## src/rtl/prescaler_pkg.sv

```systemverilog
// Shared prescaler constants and the speed-code to limit function.
// Reused by the prescaler, its benches and other timing blocks.
package prescaler_pkg;

  localparam int unsigned CLK_FREQ_HZ_DEFAULT = 50_000_000;
  localparam int          CNT_W_DEFAULT       = 26;
  localparam int          SPEED_W             = 4;
  localparam int          NUM_SPEEDS          = 16;

  // Terminal count for speed code n: the period is freq/(n+1) cycles,
  // so the counter runs 0 .. floor(freq/(n+1))-1.
  function automatic int unsigned calc_limit(
    input int unsigned code,
    input int unsigned freq_hz
  );
    return (freq_hz / (code + 1)) - 1;
  endfunction

endpackage

```

## src/rtl/prescaler_limit_lut.sv

```systemverilog
// Speed code -> terminal count table, fixed at elaboration.
// Ports: speed (code in), limit (terminal count out), purely combinational.
module prescaler_limit_lut
  import prescaler_pkg::*;
#(
  parameter int unsigned CLK_FREQ_HZ = CLK_FREQ_HZ_DEFAULT,
  parameter int          CNT_W       = CNT_W_DEFAULT
) (
  input  logic [SPEED_W-1:0] speed,
  output logic [CNT_W-1:0]   limit
);

  logic [CNT_W-1:0] tbl [NUM_SPEEDS];

  // Every entry is a constant, so no divider is ever built and
  // every code maps to a defined value.
  for (genvar i = 0; i < NUM_SPEEDS; i++) begin : g_tbl
    localparam int unsigned LIM = calc_limit(i, CLK_FREQ_HZ);
    assign tbl[i] = CNT_W'(LIM);
  end

  assign limit = tbl[speed];

endmodule

```

## src/rtl/prescaler.sv

```systemverilog
// Programmable tick generator: one-cycle tick_o at (speed_i+1) Hz.
// Ports: clk_i, rst_i (sync, active-high), speed_i[3:0], tick_o.
module prescaler
  import prescaler_pkg::*;
#(
  parameter int unsigned CLK_FREQ_HZ = CLK_FREQ_HZ_DEFAULT,
  parameter int          CNT_W       = CNT_W_DEFAULT
) (
  input  logic               clk_i,
  input  logic               rst_i,
  input  logic [SPEED_W-1:0] speed_i,
  output logic               tick_o
);

  logic [CNT_W-1:0] limit;
  logic [CNT_W-1:0] cnt;
  logic             wrap;

  prescaler_limit_lut #(
    .CLK_FREQ_HZ (CLK_FREQ_HZ),
    .CNT_W       (CNT_W)
  ) u_lut (
    .speed (speed_i),
    .limit (limit)
  );

  // >= rather than == so a switch to a faster speed while cnt is
  // already past the new limit ticks at once instead of overrunning.
  assign wrap = (cnt >= limit);

  always_ff @(posedge clk_i) begin
    if (rst_i) begin
      cnt    <= '0;
      tick_o <= 1'b0;
    end else if (wrap) begin
      cnt    <= '0;
      tick_o <= 1'b1;
    end else begin
      cnt    <= cnt + CNT_W'(1);
      tick_o <= 1'b0;
    end
  end

endmodule

```

## config.mk

```make
export PLATFORM = sky130hd
export DESIGN_NAME = prescaler
export DESIGN_NICKNAME = d
export VERILOG_FILES = /design/src/rtl/prescaler_pkg.sv /design/src/rtl/prescaler_limit_lut.sv /design/src/rtl/prescaler.sv
export SDC_FILE = /design/constraint.sdc
export NUM_CORES = 1
export LEC_CHECK = 0
export BUFFER_PORTS_ARGS = -buffer_cell sky130_fd_sc_hd__buf_2
export CORE_UTILIZATION = 30
export DETAILED_ROUTE_END_ITERATION = 10
export HOLD_SLACK_MARGIN = 0.08
export MAX_ROUTING_LAYER = met4
export PLACE_DENSITY_LB_ADDON = 0.05
export SLEW_MARGIN = 20
export SYNTH_ARGS = -nofsm -noshare
export SYNTH_HDL_FRONTEND = slang
export SYNTH_SLANG_ARGS = --single-unit
```

## constraint.sdc

```tcl
create_clock -name clk_i -period 2.4 [get_ports clk_i]
set_input_delay 0.24 -clock clk_i [delete_from_list [all_inputs] [get_ports clk_i]]
set_output_delay 0.24 -clock clk_i [all_outputs]
set_load 0.005 [all_outputs]
```

==> summary.md, run 1 <==
The flow ran to the end, but the final reports show violations. For this run, the post-layout net count is 409. The number of antenna violations at the first check in global routing was 0. In the routed design, unresolved DRC markers number 0. The required time at the worst-slack endpoint came out at 2.60 ns.

The clock tree buffer depth was 2. The adder-cell share of the synthesized area came out at 17.8%. In this run the static leakage power is 1.51 nW.

Yosys printed 0 warnings. The run gives 32 as the count of standard-cell rows. Clock insertion delay at the later pin of the skew report: 0.28 ns.

Setup violations remaining at the end of the flow were counted as 27. Along the worst path, the maximum fanout reaches 7. For the worst setup path, the data arrival time is 2.78 ns. The tools report the count of antenna diodes in the layout as 0. Among all stages on the critical path, the largest delay is contributed by sky130_fd_sc_hd__mux4_2. Summing all multi-input logic gate instances after layout gives 2090 um2. The number of flip-flops and latches in the synthesized netlist is 27, and the instance count of the mapped netlist is 291.

The count of TritonRoute iterations in the first routing pass is 4. The highest ir drop seen on vdd was 223 uV. The post-route antenna net violation count came out at 0. Ranked by total cell area, the synthesized netlist is headed by sky130_fd_sc_hd__dfxtp_1 (22%), sky130_fd_sc_hd__ha_1 (18%), sky130_fd_sc_hd__nor3_2 (8.1%).

The tools report the final standard cell utilization of the core as 46.8%. For this block, the routed nets add up to 7550 um of wire. The sort of element at the start of the critical path is a primary input.

The number of nets handed over by synthesis was 332. The run gives 5580 um as the sum of net half-perimeters after detailed placement. Buffers placed on the I/O ports in this run total 6. The synthesized netlist devotes 17.9% of its cell area to compound gates. At the end of routability-driven placement, the weighted congestion stood at 0.812.

The power share of the combinational group is 41.6%. Worst max-slew margin expressed relative to the limit: 55.6%. The number of placed instances, taps included, is 445.

The die width is 92.6 um. The portion of synthesized area spent on multiplexers is 1.78%. Setup repair after global routing could not meet its margin everywhere. The tools report the total count of max-transition violations in the final report as 0. The run gives 0.00892 ns as the worst clock skew on the final layout. The synthesized netlist devotes 8.55% of its cell area to XOR and XNOR gates. The share of synthesized area in the top cell type comes to 22.0%. Broken down by cell family, the worst path's largest delay share belongs to compound AO/OA/AOI/OAI gates. The tools report the total of fill cells in the finished design as 783. The synthesized netlist occupies a cell area of 2460 um2. Switching power: 0.443 mW. The checks that failed: negative setup slack.

The initial utilization of the core area, before any placement, comes to 31.3%. The leading cell type in the layout, fill and taps excluded is sky130_fd_sc_hd__buf_4. The fraction of final layout cells sized beyond drive strength 1 works out to 41.7%. Combinational family with the most area after synthesis: simple AND/OR/NAND/NOR gates. Each instance of the synthesized netlist takes up on average 8.45 um2. The area added between synthesis and finish was 49.2%. In the layout the commonest cells are sky130_fd_sc_hd__buf_4 (59), sky130_fd_sc_hd__dfxtp_1 (27), sky130_fd_sc_hd__ha_1 (26). The via-per-instance ratio is 5.02, and the areal power density over the cells is 356 nW/um2. The core region is 7850 um2. The leading register cell type out of synthesis was sky130_fd_sc_hd__dfxtp_1.

The run gives -0.172 ns as the minimum setup slack in the final design. The signal on the critical path passes through buf_8 > clkinvlp_4 > buf_6 > ha_4 > mux4_2 > ha_4 > a211o_1 > a221oi_4 > a31oi_4 > buf_12 > buf_16 > nor3_2. Clock-pin slew was measured on the worst setup and hold paths at 0.09 ns.

The number of ports placed on the die boundary was 7; the net switching share of the total power was 33.9%. The synthesized design spends more area on one cell type than any other, namely sky130_fd_sc_hd__dfxtp_1. The die is 92.6 um tall. Derived from the worst setup path, the maximum achievable clock frequency is 389 MHz. The die covers 8570 um2.

In this run the clock root is driven by a sky130_fd_sc_hd__clkbuf_8. Across the run, the number of max-cap violations was 0. Summing the sequential cell areas from Yosys gives 22.0% of the chip area.

For the via count of the first global-routing pass, the log shows 2363. After global routing the overflow that remains totals 0. The internal portion of the total power is 0.864 mW. The critical path contains buffers and inverters numbering 5 combined.

Total CTS buffers: 3. The total number of H-tree levels came out at 1. The tools report the element type at the critical path end as a flip-flop. The path class of the tightest hold or removal check is in2reg. The routed wirelength normalized by instance count came out at 16.1 um. Entering global routing, the biggest net connects 16 pins. The sequential cells in the finished layout cover a total of 541 um2. Sequential cells account for 38.5% of the total power. Most prevalent standard cell on the critical path: sky130_fd_sc_hd__ha_4.

The delay of the slowest cell on the worst path is 0.51 ns, and the area fraction in and, or, nand and nor cells after synthesis is 27.4%. The number of hold-slack violations in the final timing report is 0. The total routing usage reported by global routing is 19.3%. The routed layout has 2354 vias. The clock net in this run drives a total of 27 sinks.

The run gives 44 as the number of distinct library cells after synthesis. The share of flip-flops with an asynchronous set or reset after synthesis was 0%. TritonCTS built the clock tree. The critical path in this run is classified as in2reg. In this run, the number of DRC markers left after iteration 0 of detailed routing was 106. After layout, the worst path uses 107% of the clock period. The first global-routing pass estimated 12300 um of wire. The clock network burns 19.9% of the power. The post-route non-filler standard cell count was 469; the number of synthesized flops with an enable pin was 0.

The worst path needs 2.57 ns of the cycle, external delays included. For the pin with the worst max-slew slack, the measured transition is 0.659 ns.
[registers in the layout (all words and copies together) (netlist names)]
signal and flops:
tick_o 1, cnt 26
[power groups by stage]
stage	sequential, mW	combinational [mW]	clock [mW]
finish	0.504	0.544	0.260
global route	0.506	0.594	0.293
CTS	0.505	0.522	0.274
detailed placement	0.515	0.445	0
global placement	0.517	0.446	0
floorplan	0.518	0.260	0
[through the flow]
stage | hold slack (ns) | instance area [um2] | worst slack (ns) | setup TNS [ns] | power (mW)
after detailed placement | 0.545 | 3120 | -0.525 | -13.65 | 0.960
after floorplan | 0.434 | 2540 | -0.0994 | -2.06 | 0.777
after CTS | 0.261 | 3570 | -0.170 | -3.30 | 1.30
final | 0.273 | 3670 | -0.172 | -3.24 | 1.31
after global placement | 0.539 | 3120 | -0.492 | -12.92 | 0.964
after global routing | 0.293 | 3670 | -0.261 | -5.45 | 1.39
[cells by family (layout without fill, tap and decap cells)]
kind of cell	Yosys count	count (layout)
AO/OA/AOI/OAI	65	65
XOR/XNOR	24	24
adder cells (fa/ha/maj)	35	35
buffers and inverters	24	100
flip-flops	27	27
multiplexers	3	3
AND/OR/NAND/NOR	113	113
[final cells by class]
| cell class | count | share of cell area, % |
|---|---|---|
| multi-input combinational | 240 | 56.9 |
| inverter | 14 | 1.70 |
| clock buffer | 4 | 1.23 |
| tap | 102 | 3.48 |
| sequential | 27 | 14.7 |
| timing repair buffer | 82 | 21.9 |
[repair_timing]
action / CTS / global route
buffers inserted: 14 / 3
setup endpoints to repair: 27 / 27
pin swaps: 7 / 9
cloned: 4 / 0
gates resized for setup: 52 / 19
hold buffers: 0 / 0
[worst min-delay path, cell delays in order]
cell                     delay [ns]
sky130_fd_sc_hd__buf_2         0.10
sky130_fd_sc_hd__inv_1         0.07
sky130_fd_sc_hd__o21a_1        0.11
[cells in the mapped netlist, drive strengths merged (5+ instances only)]
library cell  instances
nor3                 33
nand4                11
o21ai                14
clkbuf                5
xor2                 13
dfxtp                27
ha                   35
a21o                  5
nand2                24
nand3                13
buf                   5
xnor2                11
nor2                 19
inv                  14
a21oi                21
[final timing paths]
path	from	endpoint	slack, ns	cells past startpoint
setup reg to reg	cnt[23]	cnt[16]	0.21	10
hold reg to reg	cnt[0]	cnt[0]	0.56	2
setup / recovery	speed_i[0]	cnt[16]	-0.17	12
hold / removal	rst_i	tick_o	0.27	3
[per-layer routing]
metal	GRT usage (%)	routed length, um	vias to the layer above
li1	-	-	1221
met5	-	0	-
met4	3.52	70	0
met3	2.38	240	7
met1	24.7	3480	1096
met2	32.7	3760	30
No activity file was read; power rests on OpenSTA's default activity.
==> run 2, diff against run 1 <==
- MAX_ROUTING_LAYER: met4 -> default
==> summary.md, run 2 (synthesis gave the netlist of run 1 again) <==
For the worst max-slew margin expressed relative to the limit, the log shows 50.5% (-5.1 points). The remaining global-route overflow is 0 (unchanged), and the pre-CTS worst setup slack is -0.525 ns (unchanged). The number of hold-slack violations in the final timing report is 0 (unchanged), and the number of input and output port buffers inserted is 6 (unchanged).

The via total after detailed routing was 2367 (+0.55%); the area added between synthesis and finish was 49.0%. The flow ran to the end, but the final reports show violations. The run gives 469 (unchanged) as the post-route non-filler standard cell count. The final reports fail on negative setup slack. The tools report the starting DRC count in detailed routing as 117 (+10%). The final critical-path share of the clock period works out to 107% (+0.22 points). The die width was 92.6 um (unchanged); the static power due to leakage was 1.50 nW (-0.14%). In the final layout, the registers with the most flip-flops are cnt: 26 flops, tick_o: 1 flops.

The tools report the number of sinks on the clock net as 27 (unchanged). Total instance count after detailed placement: 445 (unchanged). Setup repair after global routing could not meet its margin everywhere.

The tools report the total number of H-tree levels as 1 (unchanged). The area after detailed placement is 3120 um2 (unchanged), and the clock insertion delay at the later pin of the skew report is 0.28 ns (about the same). The die area was 8570 um2 (unchanged). The final critical path time including I/O delays and setup was 2.58 ns (+0.00535 ns). Among all stages on the critical path, the largest delay is contributed by sky130_fd_sc_hd__mux4_2. The cell-internal power is 0.863 mW (-0.14%). The sum of internal, switching and leakage power is 1.31 mW (about the same).

The post-route setup TNS is -3.41 ns (-0.167 ns), and the flip-flop count of the largest register, all copies and words added is 26 (unchanged). The logs give 3 (unchanged) for the total CTS buffers and 31.3% (unchanged) for the initial standard-cell utilization of the core. The category of the most critical setup path is in2reg. The via count of the first global-routing pass was 2359 (-0.17%); the switching power was 0.445 mW (+0.45%).

The net switching share of the total power works out to 34.0% (+0.13 points). The minimum setup slack in the final design came out at -0.177 ns (-0.00535 ns). The worst setup path is launched from a primary input. The number of buffer and inverter stages on the critical path works out to 5 (unchanged). The run gives 0.800 (-1.4%) as the routability-driven placement congestion ratio. The highest ir drop seen on vdd is 224 uV (+0.44%). The post-layout instance area was 3660 um2 (-0.17%). The library cell used as clock root buffer is sky130_fd_sc_hd__clkbuf_8. The signal on the critical path passes through buf_8 > clkinvlp_4 > buf_6 > ha_4 > mux4_2 > ha_4 > a211o_1 > a221oi_4 > a31oi_4 > buf_12 > buf_16 > nor3_2. The via-per-instance ratio works out to 5.05 (+0.55%).

The count of TritonRoute iterations in the first routing pass came out at 4 (unchanged). The routed wirelength normalized by instance count came out at 16.1 um (about the same). The sum of net half-perimeters after detailed placement is 5580 um (unchanged), and the wire length of the first global-routing pass is 12300 um (+0.11%). The leading cell type in the layout, fill and taps excluded is sky130_fd_sc_hd__buf_4. The top cell types in the final layout, fill and taps aside, are sky130_fd_sc_hd__buf_4 (59), sky130_fd_sc_hd__dfxtp_1 (27), sky130_fd_sc_hd__ha_1 (26). The die height was 92.6 um (unchanged). The share of power burned in registers was 38.5% (about the same). The largest net degree at the start of global routing was 16 (unchanged).

The power share of the clock group was 19.9% (about the same). Clock tree buffer depth: 2 (unchanged). The worst clock skew on the final layout is 0.00841 ns (-0.000518 ns). The element type at the critical path end is a flip-flop. The number of antenna violations at the first check in global routing was 0 (unchanged); the transition at the pin with the smallest max-transition slack was 0.735 ns (+0.0760 ns). The fmax was 388 MHz (-0.21%). The class of the tightest hold or removal check is in2reg. The run gives 2.61 ns (about the same) as the required time at the worst-slack endpoint. The fraction of final layout cells sized beyond drive strength 1 came out at 41.7% (unchanged). Clock transition at the register clock pins on the worst setup and hold paths after CTS: 0.09 ns (about the same). The tools report the post-route antenna net violation count as 0 (unchanged). The area of the core is 7850 um2 (unchanged).

TritonCTS built the clock tree. The net count of the finished layout came out at 409 (unchanged). The tools report the total count of max-transition violations in the final report as 0 (unchanged). The power share of the combinational group is 41.6% (about the same), and the post-route DRC violation count is 0 (unchanged). The final standard cell utilization of the core is 46.7% (-0.080 points). The worst-path maximum fanout is 7 (unchanged). The count of standard-cell rows is 32 (unchanged), and the count of hold buffers inserted by post-cts repair is 0 (unchanged). The areal power density over the cells is 357 nW/um2 (+0.23%). The kind of cell with the highest combined delay on the critical path is compound AO/OA/AOI/OAI gates. The delay of the slowest cell on the worst path is 0.51 ns (about the same). The tools report the worst hold margin as 0.273 ns (+0.0000190 ns).

The max-cap violation count is 0 (unchanged), and the number of ports placed on the die boundary is 7 (unchanged). The run gives 18.8% (-0.49 points) as the total routing usage reported by global routing. Counting flops per register, the top entry is cnt. The most prevalent standard cell on the critical path was sky130_fd_sc_hd__ha_4. The run gives 2.78 ns (about the same) as the arrival time of the worst setup path.

The detailed-route wire length was 7560 um (about the same); the number of setup violations in the final report was 27 (unchanged). The run gives 0 (unchanged) as the count of antenna diodes in the layout.
run 2: cell counts in the layout (fill, tap and decap cells not counted):
Identical to the previous run, type by type.
run 2: what timing repair did:
action,4_1_cts,5_1_grt
pin swaps,7,9
cloned,4,0
endpoints found under the setup margin,27,27
setup buffers,14,3
gates resized for setup,52,17
run 2: cell type report:
type | count | area, um2
Sequential cell | 27 | 541
Tap cell | 102 | 128
Fill cell | 785 | 4180
Multi-Input combinational cell | 240 | 2090
Inverter | 14 | 62.6
Clock buffer | 4 | 45.0
Timing Repair Buffer | 82 | 800
run 2: path summary, 6_finish.rpt:
| check | startpoint | end | slack, ns | cells past startpoint |
|---|---|---|---|---|
| setup / recovery | speed_i[0] | cnt[16] | -0.18 | 12 |
| hold / removal | rst_i | tick_o | 0.27 | 3 |
| setup reg to reg | cnt[23] | cnt[16] | 0.21 | 10 |
| hold reg to reg | cnt[0] | cnt[0] | 0.56 | 2 |
run 2: power by group through the flow:
stage	sequential (mW)	clock [mW]	combinational, mW
after CTS	0.505	0.274	0.522
after detailed placement	0.515	0	0.445
after floorplan	0.518	0	0.260
after global routing	0.506	0.293	0.593
final	0.504	0.261	0.544
after global placement	0.517	0	0.446
run 2: metal layers:
layer	global-route usage, %	routed length, um
met2	32.7	3750
met5	0	0
met3	2.38	165
met1	24.8	3570
met4	3.52	65
run 2: tightest hold or removal path, cell delays in order:
cell and delay [ns]:
sky130_fd_sc_hd__buf_2 0.10, sky130_fd_sc_hd__inv_1 0.07, sky130_fd_sc_hd__o21a_1 0.11
==> run 3, diff against run 2 <==
- ABC_AREA: default -> 1
- CTS_CLUSTER_DIAMETER: default -> 200
==> summary.md, run 3 <==
The fraction of final layout cells sized beyond drive strength 1 came out at 15.7% (-26 points). The count of standard-cell rows is 33 (+3.1%), and the die height is 94.4 um (+2.0%). Share of flip-flops with an asynchronous set or reset after synthesis: 0% (unchanged).

The number of distinct library cells after synthesis is 34 (-23%), and the via total after detailed routing is 2551 (+7.8%). Leaving out fill and tap cells, the most frequent cell in the layout is sky130_fd_sc_hd__nand2_1. Number of synthesized flops with an enable pin: 0 (unchanged). For the starting DRC count in detailed routing, the log shows 82 (-30%).

In the layout the commonest cells are sky130_fd_sc_hd__nand2_1 (111), sky130_fd_sc_hd__nor2_1 (68), sky130_fd_sc_hd__inv_1 (53). Share of synthesized area occupied by flip-flops and latches: 21.1% (-0.86 points). sky130_fd_sc_hd__dfxtp_1 takes more of the synthesized area than any other cell.

The tools report the total number of H-tree levels as 1 (unchanged). STA classifies the critical path startpoint as a primary input. The logs give 0 (unchanged) for the count of antenna diodes in the layout and 0 (unchanged) for the post-route antenna net violation count. The clock insertion delay at the later pin of the skew report is 0.29 ns (about the same), and the routed wirelength normalized by instance count is 13.6 um (-16%). The logs give 2 (unchanged) for the clock tree buffer depth and 77.8% (+27 points) for the worst max-slew margin expressed relative to the limit.

Category of the most critical setup path: in2reg. The count of synthesis-stage warnings from yosys was 0 (unchanged); the post-layout instance area was 3060 um2 (-16%). The number of hold-slack violations in the final timing report was 0 (unchanged); the number of setup violations in the final report was 0 (-100%).

The startpoint identified for the worst hold timing path is rst_i. The areal power density over the cells was 323 nW/um2 (-9.4%); the share of the synthesized area in the top cell type was 21.1% (-0.86 points). cnt holds more flip-flops than any other register. The startpoint identified for the worst register-to-register timing path is cnt[17]. Worst clock skew on the final layout: 0.0156 ns (+0.00720 ns).

Among all cell types in the netlist, the one instantiated most often is sky130_fd_sc_hd__nand2_1. The number of sinks on the clock net is 27 (unchanged). The final critical path time including I/O delays and setup came out at 2.27 ns (-0.303 ns). The count of TritonRoute iterations in the first routing pass was 4 (unchanged); the total CTS buffers was 3 (unchanged). The area after detailed placement was 2990 um2 (-4.1%). The number of antenna violations at the first check in global routing was 0 (unchanged).

By area the synthesized netlist is led by sky130_fd_sc_hd__dfxtp_1 (21%), sky130_fd_sc_hd__ha_1 (17%), sky130_fd_sc_hd__nand2_1 (16%). For the static power due to leakage, the log shows 1.45 nW (-3.5%). Remaining global-route overflow: 0 (unchanged). The mean instance size in the synthesized netlist is 6.32 um2 (-25%).

The via count of the first global-routing pass is 2344 (-0.64%), and the arrival time of the worst setup path is 2.47 ns (-0.31 ns). The total count of max-transition violations in the final report is 0 (unchanged). The final critical-path share of the clock period was 94.8% (-13 points); the die area was 8910 um2 (+4.0%). The flow ran to the end, and the final reports show no timing, DRC or antenna violations. TritonCTS built the clock tree. The highest ir drop seen on vdd was 212 uV (-5.5%). The library cell used as clock root buffer is sky130_fd_sc_hd__clkbuf_8.

Routability-driven placement congestion ratio: 0.830 (+3.7%). The total routing usage reported by global routing is 17.6% (-1.2 points), and the count of hold buffers inserted by post-cts repair is 0 (unchanged). The die width is 94.4 um (+2.0%). In the final layout, the registers with the most flip-flops are cnt: 26 flops, tick_o: 1 flops. The area growth from synthesis to layout is 19.6%. The flip-flop count of the largest register, all copies and words added works out to 26 (unchanged).

On the critical path, the stage with the largest delay is an instance of sky130_fd_sc_hd__or2_2. Walking the worst path, the cells encountered are buf_2 > buf_4 > ha_1 > or2_2 > a31o_2 > ha_1 > nand2_1 > nor2_4 > nand2_2 > nor3_2 > nand2_1 > buf_4 > a31oi_1. The tools report the required time at the worst-slack endpoint as 2.59 ns (-0.02 ns). The max-cap violation count was 0 (unchanged); the initial standard-cell utilization of the core was 31.2% (-0.19 points). The post-synth net total is 446 (+34%), and the net count of the finished layout is 489 (+20%).

The pre-CTS worst setup slack was -0.169 ns (+0.355 ns). Number of input and output port buffers inserted: 6 (unchanged). Worst setup path startpoint: speed_i[0]. The via-per-instance ratio was 4.62 (-8.4%); the instance count of the mapped netlist was 405 (+39%). The netlist area before placement came out at 2560 um2 (+4.1%). The number of ports placed on the die boundary came out at 7 (unchanged). The tools report the element type at the critical path end as a flip-flop. The post-route DRC violation count is 0 (unchanged).

Among all flip-flop cells after synthesis, the most frequent one is sky130_fd_sc_hd__dfxtp_1. The worst-path maximum fanout works out to 7 (unchanged). Sorting the synthesized cells by how often they occur yields sky130_fd_sc_hd__nand2_1 (112), sky130_fd_sc_hd__nor2_1 (72), sky130_fd_sc_hd__inv_1 (54), sky130_fd_sc_hd__ha_1 (35), sky130_fd_sc_hd__dfxtp_1 (27). The detailed-route wire length came out at 7500 um (-0.71%). The area of the core is 8220 um2 (+4.7%), and the number of flip-flops and latches in the synthesized netlist is 27 (unchanged). The total of fill cells in the finished design is 904 (+15%). The minimum setup slack in the final design is 0.126 ns (+0.303 ns), and the fmax is 440 MHz (+13%). The wire length of the first global-routing pass is 11900 um (-2.9%), and the transition at the pin with the smallest max-transition slack is 0.330 ns (-0.405 ns).

The tools report the largest net degree at the start of global routing as 18 (+2). The path class of the tightest hold or removal check is in2reg. The delay of the slowest cell on the worst path was 0.32 ns (-0.19 ns). The sum of net half-perimeters after detailed placement is 6260 um (+12%). Clock transition at the register clock pins on the worst setup and hold paths after CTS: 0.11 ns (+0.02 ns).
-- run 3: cell types whose count changed after synthesis, moves of 7 or more --
cell,before,now
sky130_fd_sc_hd__inv_1,14,54
sky130_fd_sc_hd__nand2_1,24,112
sky130_fd_sc_hd__nand4_1,10,3
sky130_fd_sc_hd__nor2_1,19,72
sky130_fd_sc_hd__nor3_2,20,2
sky130_fd_sc_hd__xnor2_1,11,4
-- run 3: critical path: cells and delay by family --
| kind | cells | cell delay [ns] |
|---|---|---|
| compound gates | 2 | 0.49 |
| fa+ha+maj | 2 | 0.47 |
| buf+inv | 3 | 0.41 |
| simple gates | 6 | 0.85 |
-- run 3: worst paths after layout --
| path | endpoint | slack [ns] | cells past startpoint |
|---|---|---|---|
| worst max register to register | tick_o | 0.61 | 8 |
| worst max-delay path | tick_o | 0.13 | 13 |
| worst min register to register | cnt[0] | 0.47 | 1 |
| worst min-delay path | tick_o | 0.17 | 2 |
-- run 3: per-layer routing --
| metal | up-vias | share of wire [%] | global-route usage, % |
|---|---|---|---|
| met5 | - | 0 | 0 |
| met4 | 0 | 1.5 | 4.49 |
| met3 | 10 | 1.9 | 1.61 |
| met2 | 23 | 45 | 28.9 |
| met1 | 1150 | 52 | 24.7 |
| li1 | 1368 | - | - |
-- run 3: power breakdown --
part / internal, mW / switching [mW]
registers: 0.452 / 0.00504
logic: 0.109 / 0.144
clock network: 0.117 / 0.163
-- run 3: repair_timing --
item / 4_1_cts / 5_1_grt
buffers inserted: 0 / 0
setup endpoints to repair: 0 / 27
gates resized for setup: 0 / 10
-- run 3: logic make-up (layout without fill, tap and decap cells) --
kind of cell / after synthesis / in the layout / synth area share, %
compound gates: 39 / 39 / 8.80
xor+xnor: 14 / 14 / 4.79
fa+ha+maj: 35 / 35 / 17.1
buf+inv: 62 / 104 / 9.82
flops: 27 / 27 / 21.1
simple gates: 228 / 228 / 38.4
-- run 3: area by class of cell --
class | instances | area [um2] | area share [%]
clock buffer | 3 | 41.3 | 1.35
clock inverter | 1 | 5.00 | 0.163
inverter | 55 | 206 | 6.74
multi-input combinational | 316 | 1790 | 58.5
sequential | 27 | 541 | 17.6
tap | 105 | 131 | 4.29
timing repair buffer | 45 | 348 | 11.4
-- run 3: metrics by stage --
stage | util [%] | power, mW | hold WS [ns] | cells | setup TNS (ns)
2_1_floorplan | - | 0.607 | 0.309 | 405 | 0
3_3_place_gp | 36.4 | 0.715 | 0.462 | 548 | -3.91
3_5_place_dp | 36.4 | 0.713 | 0.458 | 548 | -4.05
4_1_cts | 37.0 | 0.991 | 0.163 | 552 | 0
5_1_grt | 37.3 | 1.04 | 0.152 | 552 | -0.417
6_report | 37.3 | 0.990 | 0.168 | 552 | 0
